File: config.mk
export PLATFORM = sky130hd
export DESIGN_NAME = dds_core
export DESIGN_NICKNAME = d
export VERILOG_FILES = /design/src/rtl/dds_core.sv
export SDC_FILE = /design/constraint.sdc
export NUM_CORES = 1
export LEC_CHECK = 0
export BUFFER_PORTS_ARGS = -buffer_cell sky130_fd_sc_hd__buf_2
export CAP_MARGIN = 10
export CORE_MARGIN = 5
export CORE_UTILIZATION = 40
export CTS_BUF_LIST = sky130_fd_sc_hd__clkbuf_2
export CTS_CLUSTER_SIZE = 8
export DETAILED_ROUTE_END_ITERATION = 8
export GPL_TIMING_DRIVEN = 0
export HOLD_SLACK_MARGIN = 0.06
export SYNTH_ARGS = -nofsm -noshare
export SYNTH_HDL_FRONTEND = slang
export SYNTH_SLANG_ARGS = --single-unit
File: constraint.sdc
create_clock -name clk -period 3.2 [get_ports clk]
set_input_delay 0.32 -clock clk [delete_from_list [all_inputs] [get_ports clk]]
set_output_delay 0.32 -clock clk [all_outputs]
set_load 0.01 [all_outputs]
File: src/rtl/dds_core.sv
// ---------------------------------------------------------------------------
// dds_core -- direct digital synthesis engine.
//
// This block runs a phase accumulator that advances by the tuning word on
// every clock. The phase is folded onto a quarter-wave sine ROM, and the
// ROM output is unfolded into an unsigned DAC sample centred on mid-scale.
// The tuning word is loaded from the command decoder only when the commit
// strobe is high, so a retune never resets the phase.
//
// Ports
//   clk        system clock, rising edge
//   rst        asynchronous active-high reset
//   en         run enable (level)
//   m          staged tuning word, loaded when set=1
//   set        commit strobe for m
//   dac        unsigned sample; mid-scale when no valid sample is present
//   dac_valid  dac carries a synthesized sample
//   sync       one-cycle marker on the sample that starts a waveform period
//   active     registered copy of en (accumulator running)
//
// Pipeline: acc -> stage 1 (quadrant fold) -> stage 2 (ROM read)
//           -> stage 3 (unfold), so dac lags the accumulator by 3 cycles.
// ---------------------------------------------------------------------------
module dds_core #(
    parameter int ACC_W  = 32,
    parameter int LUT_AW = 8,
    parameter int OUT_W  = 8
) (
    input  logic             clk,
    input  logic             rst,
    input  logic             en,
    input  logic [ACC_W-1:0] m,
    input  logic             set,
    output logic [OUT_W-1:0] dac,
    output logic             dac_valid,
    output logic             sync,
    output logic             active
);

    localparam int               LUT_N     = 2 ** LUT_AW;
    localparam logic [OUT_W-1:0] MID_SCALE = {1'b1, {(OUT_W-1){1'b0}}};

    // Quarter-wave table entry, evaluated at elaboration time only.
    // The sine is a Taylor series taken to x^17. Over 0..pi/2 the error is
    // far below one LSB, so every entry rounds the same way as an exact sine.
    function automatic logic [OUT_W-2:0] lut_entry(input int idx);
        real x;
        real x2;
        real term;
        real sin_x;
        real amp;
        int  v;
        x     = 1.5707963267948966 * (real'(idx) + 0.5) / real'(LUT_N);
        x2    = x * x;
        term  = x;
        sin_x = x;
        for (int k = 1; k <= 8; k++) begin
            term  = -term * x2 / real'((2 * k) * (2 * k + 1));
            sin_x = sin_x + term;
        end
        amp = real'(2 ** (OUT_W - 1) - 1);
        v   = $rtoi(amp * sin_x + 0.5);
        return (OUT_W-1)'(v);
    endfunction

    // Constant quarter-wave ROM contents.
    logic [OUT_W-2:0] rom_s [LUT_N];

    for (genvar gi = 0; gi < LUT_N; gi++) begin : g_rom
        localparam logic [OUT_W-2:0] ENTRY = lut_entry(gi);
        assign rom_s[gi] = ENTRY;
    end

    logic [ACC_W-1:0]  ftw_r;
    logic [ACC_W-1:0]  acc_r;
    logic              start0_r;
    logic [ACC_W:0]    sum_s;
    logic [LUT_AW-1:0] phase_idx_s;

    logic              neg1_r;
    logic [LUT_AW-1:0] addr1_r;
    logic              valid1_r;
    logic              start1_r;

    logic              neg2_r;
    logic [OUT_W-2:0]  lut2_r;
    logic              valid2_r;
    logic              start2_r;

    // The carry-out of the phase increment marks a waveform wrap.
    assign sum_s       = {1'b0, acc_r} + {1'b0, ftw_r};
    assign phase_idx_s = acc_r[ACC_W-3 -: LUT_AW];

    // Tuning word: loaded on any commit, independent of the enable.
    always_ff @(posedge clk or posedge rst) begin
        if (rst) begin
            ftw_r <= '0;
        end else if (set) begin
            ftw_r <= m;
        end else begin
            ftw_r <= ftw_r;
        end
    end

    // Phase accumulator and its sample tag (valid = active, start flag).
    // On the first enabled edge the phase is held at zero, so the first
    // sample is always phase 0 and is always marked as a period start.
    always_ff @(posedge clk or posedge rst) begin
        if (rst) begin
            acc_r    <= '0;
            active   <= 1'b0;
            start0_r <= 1'b0;
        end else if (!en) begin
            acc_r    <= '0;
            active   <= 1'b0;
            start0_r <= 1'b0;
        end else if (!active) begin
            acc_r    <= '0;
            active   <= 1'b1;
            start0_r <= 1'b1;
        end else begin
            acc_r    <= sum_s[ACC_W-1:0];
            active   <= 1'b1;
            start0_r <= sum_s[ACC_W];
        end
    end

    // Stage 1: fold the phase into the first quadrant.
    // Quadrants 1 and 3 run the table backwards. Quadrants 2 and 3 are the
    // negative half-wave.
    always_ff @(posedge clk or posedge rst) begin
        if (rst) begin
            neg1_r   <= 1'b0;
            addr1_r  <= '0;
            valid1_r <= 1'b0;
            start1_r <= 1'b0;
        end else begin
            neg1_r   <= acc_r[ACC_W-1];
            addr1_r  <= acc_r[ACC_W-2] ? ~phase_idx_s : phase_idx_s;
            valid1_r <= active;
            start1_r <= start0_r;
        end
    end

    // Stage 2: registered ROM read.
    always_ff @(posedge clk or posedge rst) begin
        if (rst) begin
            neg2_r   <= 1'b0;
            lut2_r   <= '0;
            valid2_r <= 1'b0;
            start2_r <= 1'b0;
        end else begin
            neg2_r   <= neg1_r;
            lut2_r   <= rom_s[addr1_r];
            valid2_r <= valid1_r;
            start2_r <= start1_r;
        end
    end

    // Stage 3: unfold around mid-scale.
    // The positive half gives MID + lut, which is {1, lut}. The negative half
    // gives MID - 1 - lut, which is {0, ~lut}. Neither form can overflow.
    always_ff @(posedge clk or posedge rst) begin
        if (rst) begin
            dac       <= MID_SCALE;
            dac_valid <= 1'b0;
            sync      <= 1'b0;
        end else if (valid2_r) begin
            dac       <= neg2_r ? {1'b0, ~lut2_r} : {1'b1, lut2_r};
            dac_valid <= 1'b1;
            sync      <= start2_r;
        end else begin
            dac       <= MID_SCALE;
            dac_valid <= 1'b0;
            sync      <= 1'b0;
        end
    end

endmodule

==> qor.csv <==
metric,value,unit
clock root buffer,clkbuf_2,
port bufs,45,
share of layout cells above drive strength 1,13.7,%
clk sinks,97,
Routed WL per cell,16.6,µm
Max-slew headroom,57.6,%
Async SR Flop Fraction,100,%
Final HPWL DP,12000,µm
CTS buffer count,9,
Crit Path Class,reg2reg,
"Max FO, Critical Path",9,
Antenna Nets Post-Route,0,
Max Cap Viol,0,
Die ar.,18000,µm²
GPL Wtd Cong,0.953,
Rows,45,
Peak VDD IR,292,µV
largest net degree at the start of global routing,52,
fin crit share,89.9,%
1st-iter DRT viols,338,
"leading cell type in the layout, fill and taps excluded",dfrtp_1,
Placed Area,6670,µm²
final hold violation count,0,
Initial DRT Pass Iterations,5,
Ports,47,
# diodes,0,
"Design Area, Final",7160,µm²
CTS tree,built,
Cells after Synth,671,
syn_nets,750,
WP data arrival,3350,ps
DRC Markers,0,
area grow syn2layout,15.9,%
Nets,841,
Slew Limit Fails,0,
status,finished clean,
vias per cell,5.53,
clk_lat worst skew,600,ps
PostCTS Resize Cnt,0,
Die Span X,134,µm
number of buffers on the longest clock path,2,
antenna violations before repair,0,
Core Box Area,15100,µm²
Total Power,4.03,mW
drt total wl,15900,µm
vias in the first global route,5310,
clk slew on worst S/H paths,260,ps
crit end category,flip-flop,
Max Freq,348,MHz
post-synth cell types,63,
Synth Register Bits,97,
Synth Cell Area,6170,µm²
H-Tree Depth,3,
Worst Max-Slew Pin Slew,631,ps
pwr dens,563,nW/µm²
Pleak,3.26,nW
Congestion Overflow GR,0,
class of the worst hold path,in2reg,
height of the die,134,µm
CP startpoint kind,flip-flop,
sequential area share after synthesis,39.3,%
Syn Area/Cell,9.20,µm²
"EDFF count, synth",0,
Worst EP required,3680,ps
first-pass GRT wire length,26800,µm
GRT Overall Usage,18.3,%
Vias,5280,
Finish-stage setup viols,0,
most frequent cells in the layout,"dfrtp_1, nand2_1, a21oi_1",
minimum clock period,2880,ps
clk_skew,42.9,ps
Yosys warnings,0,
RSZ-0062 raised after global routing,no,
Most used DFF post-synth,dfrtp_1,
Initial Util,40.8,%
-- power by group --
group	internal (mW)	switching (mW)
Clock	0.330	0.402
Combinational	0.702	1.08
Sequential	1.42	0.0984
-- layout make-up --
cell class	instances	area, µm²
fillers	1446	7990
multi-input cells	511	3510
flip-flops and latches	97	2430
repair buffers	80	593
well taps	188	235
plain buffers	43	164
clock inverters	6	106
inverters	20	77.6
clock buffers	9	45.0
-- path summary, 6_finish.rpt --
path / start / endpoint / slack [ps] / cells past startpoint
worst max register to register: addr1_r[1]$_DFF_PP0_ / lut2_r[2]$_DFF_PP0_ / 320 / 10
min in group asynchronous: rst / acc_r[3]$_DFF_PP0_ / 300 / 3
worst min register to register: start1_r$_DFF_PP0_ / start2_r$_DFF_PP0_ / 390 / 0
worst min-delay path: set / ftw_r[25]$_DFFE_PP0P_ / 210 / 2
worst max-delay path: addr1_r[1]$_DFF_PP0_ / lut2_r[2]$_DFF_PP0_ / 320 / 10
max in group asynchronous: rst / acc_r[21]$_DFF_PP0_ / 2220 / 4
-- cells in the mapped netlist (all sizes together) (3+ instances only) --
cell type / instances / share of area, %
dfrtp: 96 / 39
nand2: 60 / 3.6
a21oi: 56 / 4.5
nor2: 49 / 3.0
ha: 42 / 8.5
o21ai: 42 / 3.4
clkbuf: 36 / 2.2
mux2: 31 / 5.7
xor2: 21 / 3.0
inv: 19 / 1.2
nor3: 17 / 1.4
a21o: 16 / 1.9
and2: 14 / 1.4
nand2b: 14 / 1.4
a211oi: 13 / 1.6
a31oi: 13 / 1.3
nand3: 12 / 0.97
xnor2: 11 / 1.6
o21a: 10 / 1.2
mux2i: 8 / 1.3
buf: 7 / 0.45
nand4: 7 / 0.71
nor2b: 6 / 0.73
o211ai: 5 / 0.61
o22ai: 5 / 0.51
nand3b: 4 / 0.49
o21bai: 4 / 0.49
or2: 4 / 0.41
a221oi: 3 / 0.43
a31o: 3 / 0.57
and3: 3 / 0.30
o211a: 3 / 0.49
o31a: 3 / 0.57
o31ai: 3 / 0.45
-- worst max-delay path, cell delays in order (launching register included) --
cell and delay (ps):
dfrtp_1 500, clkbuf_1 240, inv_1 250, ha_1 350, inv_1 130, ha_1 270
nor2b_1 180, a221o_1 310, a32o_1 260, nor3_1 180, a21oi_1 80
-- cells by family after synthesis --
logic type | share of synthesized area (%)
AOI/OAI and AO/OA | 21.1
xor gates and xnor gates | 4.54
adders and majority gates | 8.83
buffers and inverters | 3.87
DFF | 39.3
muxes | 6.95
and+or+nand+nor | 15.4
-- metrics by stage --
| step | instances | util (%) | worst slack, ps | setup TNS (ps) | hold slack [ps] |
|---|---|---|---|---|---|
| 2_1_floorplan | 671 | - | 348 | 0 | 331 |
| 3_3_place_gp | 904 | 43.8 | -677 | -64330 | 333 |
| 3_5_place_dp | 905 | 44.0 | 424 | 0 | 339 |
| 4_1_cts | 954 | 47.3 | 363 | 0 | 172 |
| 5_1_grt | 954 | 47.3 | 151 | 0 | 150 |
| 6_report | 954 | 47.3 | 323 | 0 | 206 |
-- state kept, by name (all words and copies together), names as in the netlist --
register / cells
lut2_r: 7
acc_r: 32
neg1_r: 1
start2_r: 1
sync: 1
ftw_r: 32
dac: 8
valid1_r: 1
neg2_r: 1
valid2_r: 1
addr1_r: 8
active: 1
dac_valid: 1
start1_r: 1
start0_r: 1
-- metal layers --
metal	global-route usage [%]	part of all wire [%]
met4	4.86	2.0
met1	24.8	46
met3	3.53	4.1
met2	30.2	47
met5	0	0
-- repair_timing --
action / CTS / global route
buffers inserted: 0 / 0
hold buffers: 34 / 0
endpoints found under the hold margin: 80 / 0
No activity file was read; power rests on OpenSTA's default activity.
